File: src/rtl/nrisc_pkg.sv
// Shared constants and state encoding for the nrisc instruction-memory loader
// and the instruction memory it programs.
package nrisc_pkg;

  localparam int         IDATA_LENGTH = 1024;
  localparam int         IDATA_AW     = $clog2(IDATA_LENGTH);
  localparam int         IDATA_DW     = 16;
  localparam logic [7:0] SYNC_BYTE    = 8'hA5;

  typedef enum logic [3:0] {
    ST_IDLE,
    ST_LEN_LO,
    ST_LEN_HI,
    ST_DATA_LO,
    ST_DATA_HI,
    ST_WRITE,
    ST_CHK,
    ST_DONE,
    ST_ERR
  } state_t;

endpackage

File: src/rtl/nrisc_xor_accum.sv
// 8-bit clear/enable XOR accumulator for the loader frame checksum.
// Only present when NRISC_IDATA_LOADER_CHECKSUM_EN is defined.
`ifdef NRISC_IDATA_LOADER_CHECKSUM_EN
module nrisc_xor_accum (
  input  logic       clk,
  input  logic       rst,
  input  logic       clr,
  input  logic       en,
  input  logic [7:0] d,
  output logic [7:0] acc
);

  always_ff @(posedge clk or negedge rst) begin
    if (!rst)     acc <= 8'h00;
    else if (clr) acc <= 8'h00;
    else if (en)  acc <= acc ^ d;
  end

endmodule
`endif

File: src/rtl/nrisc_idata_loader.sv
// Byte-stream boot loader: parses SYNC/LEN/data frames and writes 16-bit words
// into instruction memory. Define NRISC_IDATA_LOADER_CHECKSUM_EN for a trailing XOR checksum.
module nrisc_idata_loader
  import nrisc_pkg::*;
#(
  parameter int         LENGTH = IDATA_LENGTH,
  parameter int         AW     = IDATA_AW,
  parameter logic [7:0] SYNC   = SYNC_BYTE
) (
  input  logic                clk,
  input  logic                rst,
  input  logic [7:0]          byte_in,
  input  logic                byte_valid,
  output logic                byte_ready,
  output logic                IDATA_PROG_write,
  output logic [AW-1:0]       IDATA_PROG_addr,
  output logic [IDATA_DW-1:0] IDATA_PROG_data,
  output logic                core_hold,
  output logic                load_done,
  output logic                load_err
);

  localparam logic [16:0] LEN_MAX = 17'(LENGTH);

  state_t      state_q, state_d;
  logic [7:0]  len_lo_q;
  logic [15:0] len_q;
  logic [AW:0] cnt_q;
  logic [7:0]  lo_q;

  logic        xfer;
  logic [15:0] len_in;
  logic        len_bad;
  logic [16:0] cnt_inc;
  logic        sync_hit;

  assign xfer     = byte_valid & byte_ready;
  assign len_in   = {byte_in, len_lo_q};
  assign len_bad  = (len_in == 16'd0) || ({1'b0, len_in} > LEN_MAX);
  assign cnt_inc  = 17'(cnt_q) + 17'd1;
  assign sync_hit = (state_q == ST_IDLE) && xfer && (byte_in == SYNC);

`ifdef NRISC_IDATA_LOADER_CHECKSUM_EN
  logic [7:0] chk_acc;
  logic       data_byte;

  assign data_byte = xfer && ((state_q == ST_DATA_LO) || (state_q == ST_DATA_HI));

  nrisc_xor_accum u_xor_accum (
    .clk (clk),
    .rst (rst),
    .clr (sync_hit),
    .en  (data_byte),
    .d   (byte_in),
    .acc (chk_acc)
  );
`endif

  assign byte_ready       = !(state_q inside {ST_WRITE, ST_DONE, ST_ERR});
  assign IDATA_PROG_write = (state_q == ST_WRITE);
  assign load_done        = (state_q == ST_DONE);
  assign core_hold        = state_q inside {ST_LEN_LO, ST_LEN_HI, ST_DATA_LO,
                                            ST_DATA_HI, ST_WRITE, ST_CHK};

  // NOTE: every signal driven here gets a default before the case, so no path
  // can leave it unassigned and infer a latch.
  always_comb begin
    state_d = state_q;
    case (state_q)
      ST_IDLE:    if (sync_hit) state_d = ST_LEN_LO;
      ST_LEN_LO:  if (xfer) state_d = ST_LEN_HI;
      ST_LEN_HI:  if (xfer) state_d = len_bad ? ST_ERR : ST_DATA_LO;
      ST_DATA_LO: if (xfer) state_d = ST_DATA_HI;
      ST_DATA_HI: if (xfer) state_d = ST_WRITE;
      ST_WRITE: begin
        if (cnt_inc < {1'b0, len_q}) state_d = ST_DATA_LO;
`ifdef NRISC_IDATA_LOADER_CHECKSUM_EN
        else                         state_d = ST_CHK;
`else
        else                         state_d = ST_DONE;
`endif
      end
`ifdef NRISC_IDATA_LOADER_CHECKSUM_EN
      ST_CHK:     if (xfer) state_d = (byte_in == chk_acc) ? ST_DONE : ST_ERR;
`else
      ST_CHK:     state_d = ST_IDLE;
`endif
      ST_DONE:    state_d = ST_IDLE;
      ST_ERR:     state_d = ST_IDLE;
      default:    state_d = ST_IDLE;
    endcase
  end

  // NOTE: state uses non-blocking assignments so every register samples the
  // pre-edge values, independent of statement order.
  always_ff @(posedge clk or negedge rst) begin
    if (!rst) begin
      state_q         <= ST_IDLE;
      len_lo_q        <= 8'h00;
      len_q           <= 16'h0000;
      cnt_q           <= '0;
      lo_q            <= 8'h00;
      IDATA_PROG_addr <= '0;
      IDATA_PROG_data <= '0;
      load_err        <= 1'b0;
    end else begin
      state_q <= state_d;
      case (state_q)
        ST_IDLE: if (sync_hit) begin
          load_err <= 1'b0;
          cnt_q    <= '0;
        end
        ST_LEN_LO:  if (xfer) len_lo_q <= byte_in;
        ST_LEN_HI:  if (xfer) begin
          len_q <= len_in;
          cnt_q <= '0;
        end
        ST_DATA_LO: if (xfer) lo_q <= byte_in;
        // Address/data are staged here so they are stable for the whole WRITE
        // cycle and then simply hold afterwards.
        ST_DATA_HI: if (xfer) begin
          IDATA_PROG_addr <= cnt_q[AW-1:0];
          IDATA_PROG_data <= {byte_in, lo_q};
        end
        ST_WRITE:   cnt_q <= cnt_q + 1'b1;
        default: ;
      endcase
      if (state_d == ST_ERR) load_err <= 1'b1;
    end
  end

endmodule

File: config.mk
export PLATFORM = sky130hd
export DESIGN_NAME = nrisc_idata_loader
export DESIGN_NICKNAME = d
export VERILOG_FILES = /design/src/rtl/nrisc_pkg.sv /design/src/rtl/nrisc_xor_accum.sv /design/src/rtl/nrisc_idata_loader.sv
export SDC_FILE = /design/constraint.sdc
export NUM_CORES = 1
export LEC_CHECK = 0
export ABC_CLOCK_PERIOD_IN_PS = 2300
export CAP_MARGIN = 20
export CELL_PAD_IN_SITES_DETAIL_PLACEMENT = 1
export CELL_PAD_IN_SITES_GLOBAL_PLACEMENT = 1
export CORE_AREA = 3 3 82 161
export DETAILED_ROUTE_END_ITERATION = 16
export DIE_AREA = 0 0 85 164
export HOLD_SLACK_MARGIN = 0.08
export PLACE_DENSITY = 0.68
export RECOVER_POWER = 50
export SYNTH_ARGS = -nofsm -noshare
export SYNTH_HDL_FRONTEND = slang
export SYNTH_SLANG_ARGS = --single-unit
File: constraint.sdc
create_clock -name clk -period 2.3 [get_ports clk]
set_input_delay 0.69 -clock clk [delete_from_list [all_inputs] [get_ports clk]]
set_output_delay 0.69 -clock clk [all_outputs]
set_load 0.01 [all_outputs]
==> flow_metrics.py <==
metrics = {
    "place": {
        "port_buffers": 41,
        "dpl_worst_slack_ps": -202,
        "hpwl_um": 6920,
        "globalplace.congestion": 0.789,
    },
    "worst_setup_path": {
        "crit_slowest_cell": "dfrtp_1",
        "critPathCaptureType": "register",
        "critPathLaunchType": "register",
        "slowest_delay_ps": 410,
        "worst-path-buf-inv": 0,
        "crit_chain": "ha_2, nand2_4, nor3_4, xor2_1, ha_1, nand4_1, nor3_1, a22o_1, a211o_1",
        "worstPathArrival_ps": 2400,
        "crit_fanout": 4,
        "cp.required_ps": 2520,
        "cp_top_family": "adder cells",
        "worstSetupPathType": "register to register",
    },
    "clock_tree": {
        "cts_hold_buf": 0,
        "cts.clk_slew.worst_paths_ps": 60,
        "clock_latency_ps": 340,
        "clk_path_buf_depth": 2,
        "root_buffer": "clkbuf_16",
        "cts_buffers": 9,
        "ctsHtreeMaxLevel": 3,
        "clkSinkCount": 74,
        "cts_tree": "built",
    },
    "power_and_ir_drop": {
        "p_leak_nw": 2.41,
        "clkPwrFrac": 0.482,
        "p_seq_frac": 0.443,
        "combinationalPowerShare": 0.075,
        "internal_power_w": 0.00232,
        "finalPower_w": 0.00304,
        "swShare": 0.239,
        "peakVddDrop_uv": 395,
        "power.net_switching_w": 0.000726,
        "powerDensity_nw_per_um2": 620,
    },
    "yosys": {
        "syn_inst": 297,
        "syn_area_per_cell_um2": 12.0,
        "async_flop_share": 1.00,
        "synthesis.nets": 320,
        "synth_edf_count": 0,
        "synth_ff_type": "dfrtp_1",
        "netlist_area_um2": 3570,
        "synth_top_cell_area_share": 0.519,
        "synth_cell_types": 50,
        "yosysSeqAreaShare": 0.519,
        "synth.area.top_cells": "dfrtp_1, mux2_2, ha_1",
        "netlist.top_cell.by_area": "dfrtp_1",
        "synth_seq_cells": 74,
        "yosys_warnings": 0,
    },
    "global_routing": {
        "track_usage": 0.144,
        "grt_pass1_wl_um": 15500,
        "grt.overflow.total": 0,
        "antenna_found_initial": 0,
        "first_global_vias": 3025,
        "grt_max_degree": 45,
    },
    "drt": {
        "first_pass_iters": 4,
        "vias": 2637,
        "drtAntennaViolNets": 0,
        "wl_um": 9390,
        "vias_per_cell": 4.91,
        "drt-initial-drc-count": 45,
        "drc": 0,
        "wl_per_cell_um": 17.5,
    },
    "sta": {
        "finalCritPeriodShare": 0.946,
        "hold_viol": 0,
        "finalCriticalPeriod_ps": 2180,
        "slew_headroom": 0.412,
        "finalMaxSlewViolations": 0,
        "finalSetupViolCount": 0,
        "fin_setup_tns_ps": 0,
        "fmax_mhz": 460,
        "fin_ws_ps": 124,
        "worst_pin_slew_ps": 882,
        "finClkSkew_ps": 3.97,
    },
    "floorplan": {
        "die_area_um2": 13900,
        "core-area_um2": 12200,
        "io-pin-count": 42,
        "fp.dieW_um": 85,
        "rows": 57,
        "fp.dieH_um": 164,
        "initial_core_util": 0.293,
    },
    "finish": {
        "multi_input_area_um2": 1680,
        "drive_above_1_share": 0.374,
        "seq_area_um2": 1860,
        "area_growth_pct": 37.7,
        "nets": 408,
        "nFillCells": 1306,
        "diodes": 0,
    },
    "job": {
        "maxCapViolCount": 0,
    },
    "run_status": {
        "outcome": "complete, no violations",
    },
    "min_path": {
        "hp-class": "primary input to async pin",
    },
}
kinds of logic after synthesis:
logic type / after synthesis / synth area share
buffers and inverters: 30 / 0.0368
xor gates and xnor gates: 10 / 0.0246
adders and majority gates: 12 / 0.0421
DFF: 74 / 0.519
muxes: 56 / 0.176
AOI/OAI and AO/OA: 42 / 0.0747
and+or+nand+nor: 73 / 0.127
repair_timing:
action | in CTS | in global routing
gates resized for setup | 17 | 11
setup endpoints to repair | 5 | 2
pin swaps | 1 | 10
cloned | 0 | 0
setup buffers | 6 | 3
cell usage in the layout (no fill, tap or decap), types with 3 or more instances in the layout:
cell             synthesis  layout
dfrtp_1                 74      67
clkinv_4                 0       3
buf_12                   0       3
nor3_1                   7       5
xnor2_1                  6       5
xor2_1                   4       4
a22o_1                   4       4
nor2_1                   9       8
nand2_1                 15      14
clkdlybuf4s50_1          0      22
inv_1                   15      14
clkbuf_16                0       9
mux2_2                  52      52
and3_1                   6       6
nor4_1                   5       3
dlygate4sd2_1            0       4
dlygate4sd3_1            0      14
ha_1                    12      11
dfrtp_2                  0       7
a21oi_1                 10      10
o21ai_0                 12      12
nand3_1                  7       6
buf_4                    0      48
nand4_1                  4       4
a31oi_1                  5       5
through the flow:
step / hold slack, ps / instances / util / instance area (µm²)
floorplan: 394 / 297 / - / 3570
global placement: 466 / 512 / 0.364 / 4440
detailed placement: 474 / 512 / 0.364 / 4440
CTS: 302 / 534 / 0.397 / 4840
global route: 506 / 537 / 0.403 / 4910
finish: 456 / 537 / 0.403 / 4910
cells in the mapped netlist, types with 2 or more instances:
master    instances
nand3b_1          2
o21ai_0          12
buf_2             9
a22o_1            4
ha_1             12
mux2i_1           2
nor3_1            7
mux2_1            2
a31oi_1           5
nor2_1            9
dfrtp_1          74
inv_1            15
a21oi_1          10
clkbuf_1          5
nand2b_1          2
mux2_2           52
nand3_1           7
and3_1            6
xor2_1            4
nor4_1            5
xnor2_1           6
nand4_1           4
a211o_1           2
nand2_1          15
per-layer routing:
layer	GRT usage	wire, µm	vias to the layer above	share of wire
met5	0	0	-	0
li1	-	-	1252	-
met1	0.145	3430	1330	0.37
met2	0.283	5550	40	0.59
met4	0.0648	241	0	0.026
met3	0.0201	166	15	0.018
power by group through the flow:
stage	logic [W]	clock network [W]	registers, W
3_5_place_dp	0.000212	0	0.00138
5_1_grt	0.000258	0.00158	0.00135
4_1_cts	0.000231	0.00151	0.00135
6_report	0.000229	0.00147	0.00135
2_1_floorplan	0.0000910	0	0.00137
3_3_place_gp	0.000201	0	0.00138
path summary, 6_finish.rpt:
kind / cells after the start / from / slack, ps / endpoint
setup / recovery: 9 / cnt_q[1] / 120 / state_q[2]
hold / removal: 1 / rst / 460 / IDATA_PROG_addr[3]
hold reg to reg: 2 / IDATA_PROG_data[10] / 470 / IDATA_PROG_data[10]
setup reg to reg: 9 / cnt_q[1] / 120 / state_q[2]
min in group clk: 2 / IDATA_PROG_data[10] / 470 / IDATA_PROG_data[10]
max in group asynchronous: 2 / rst / 1100 / state_q[3]
sequential cells by signal, indices dropped and copies added (netlist names):
name,cells
IDATA_PROG_addr,10
IDATA_PROG_data,16
cnt_q,11
len_lo_q,8
len_q,16
lo_q,8
load_err,1
state_q,4
area by class of cell:
class	instances	area share
Sequential cell	74	0.379
Multi-Input combinational cell	193	0.341
Timing Repair Buffer	92	0.167
Clock buffer	10	0.0486
Tap cell	147	0.0374
Clock inverter	6	0.0153
Inverter	15	0.0115
Note: power is estimated with default switching activity, not from simulation.
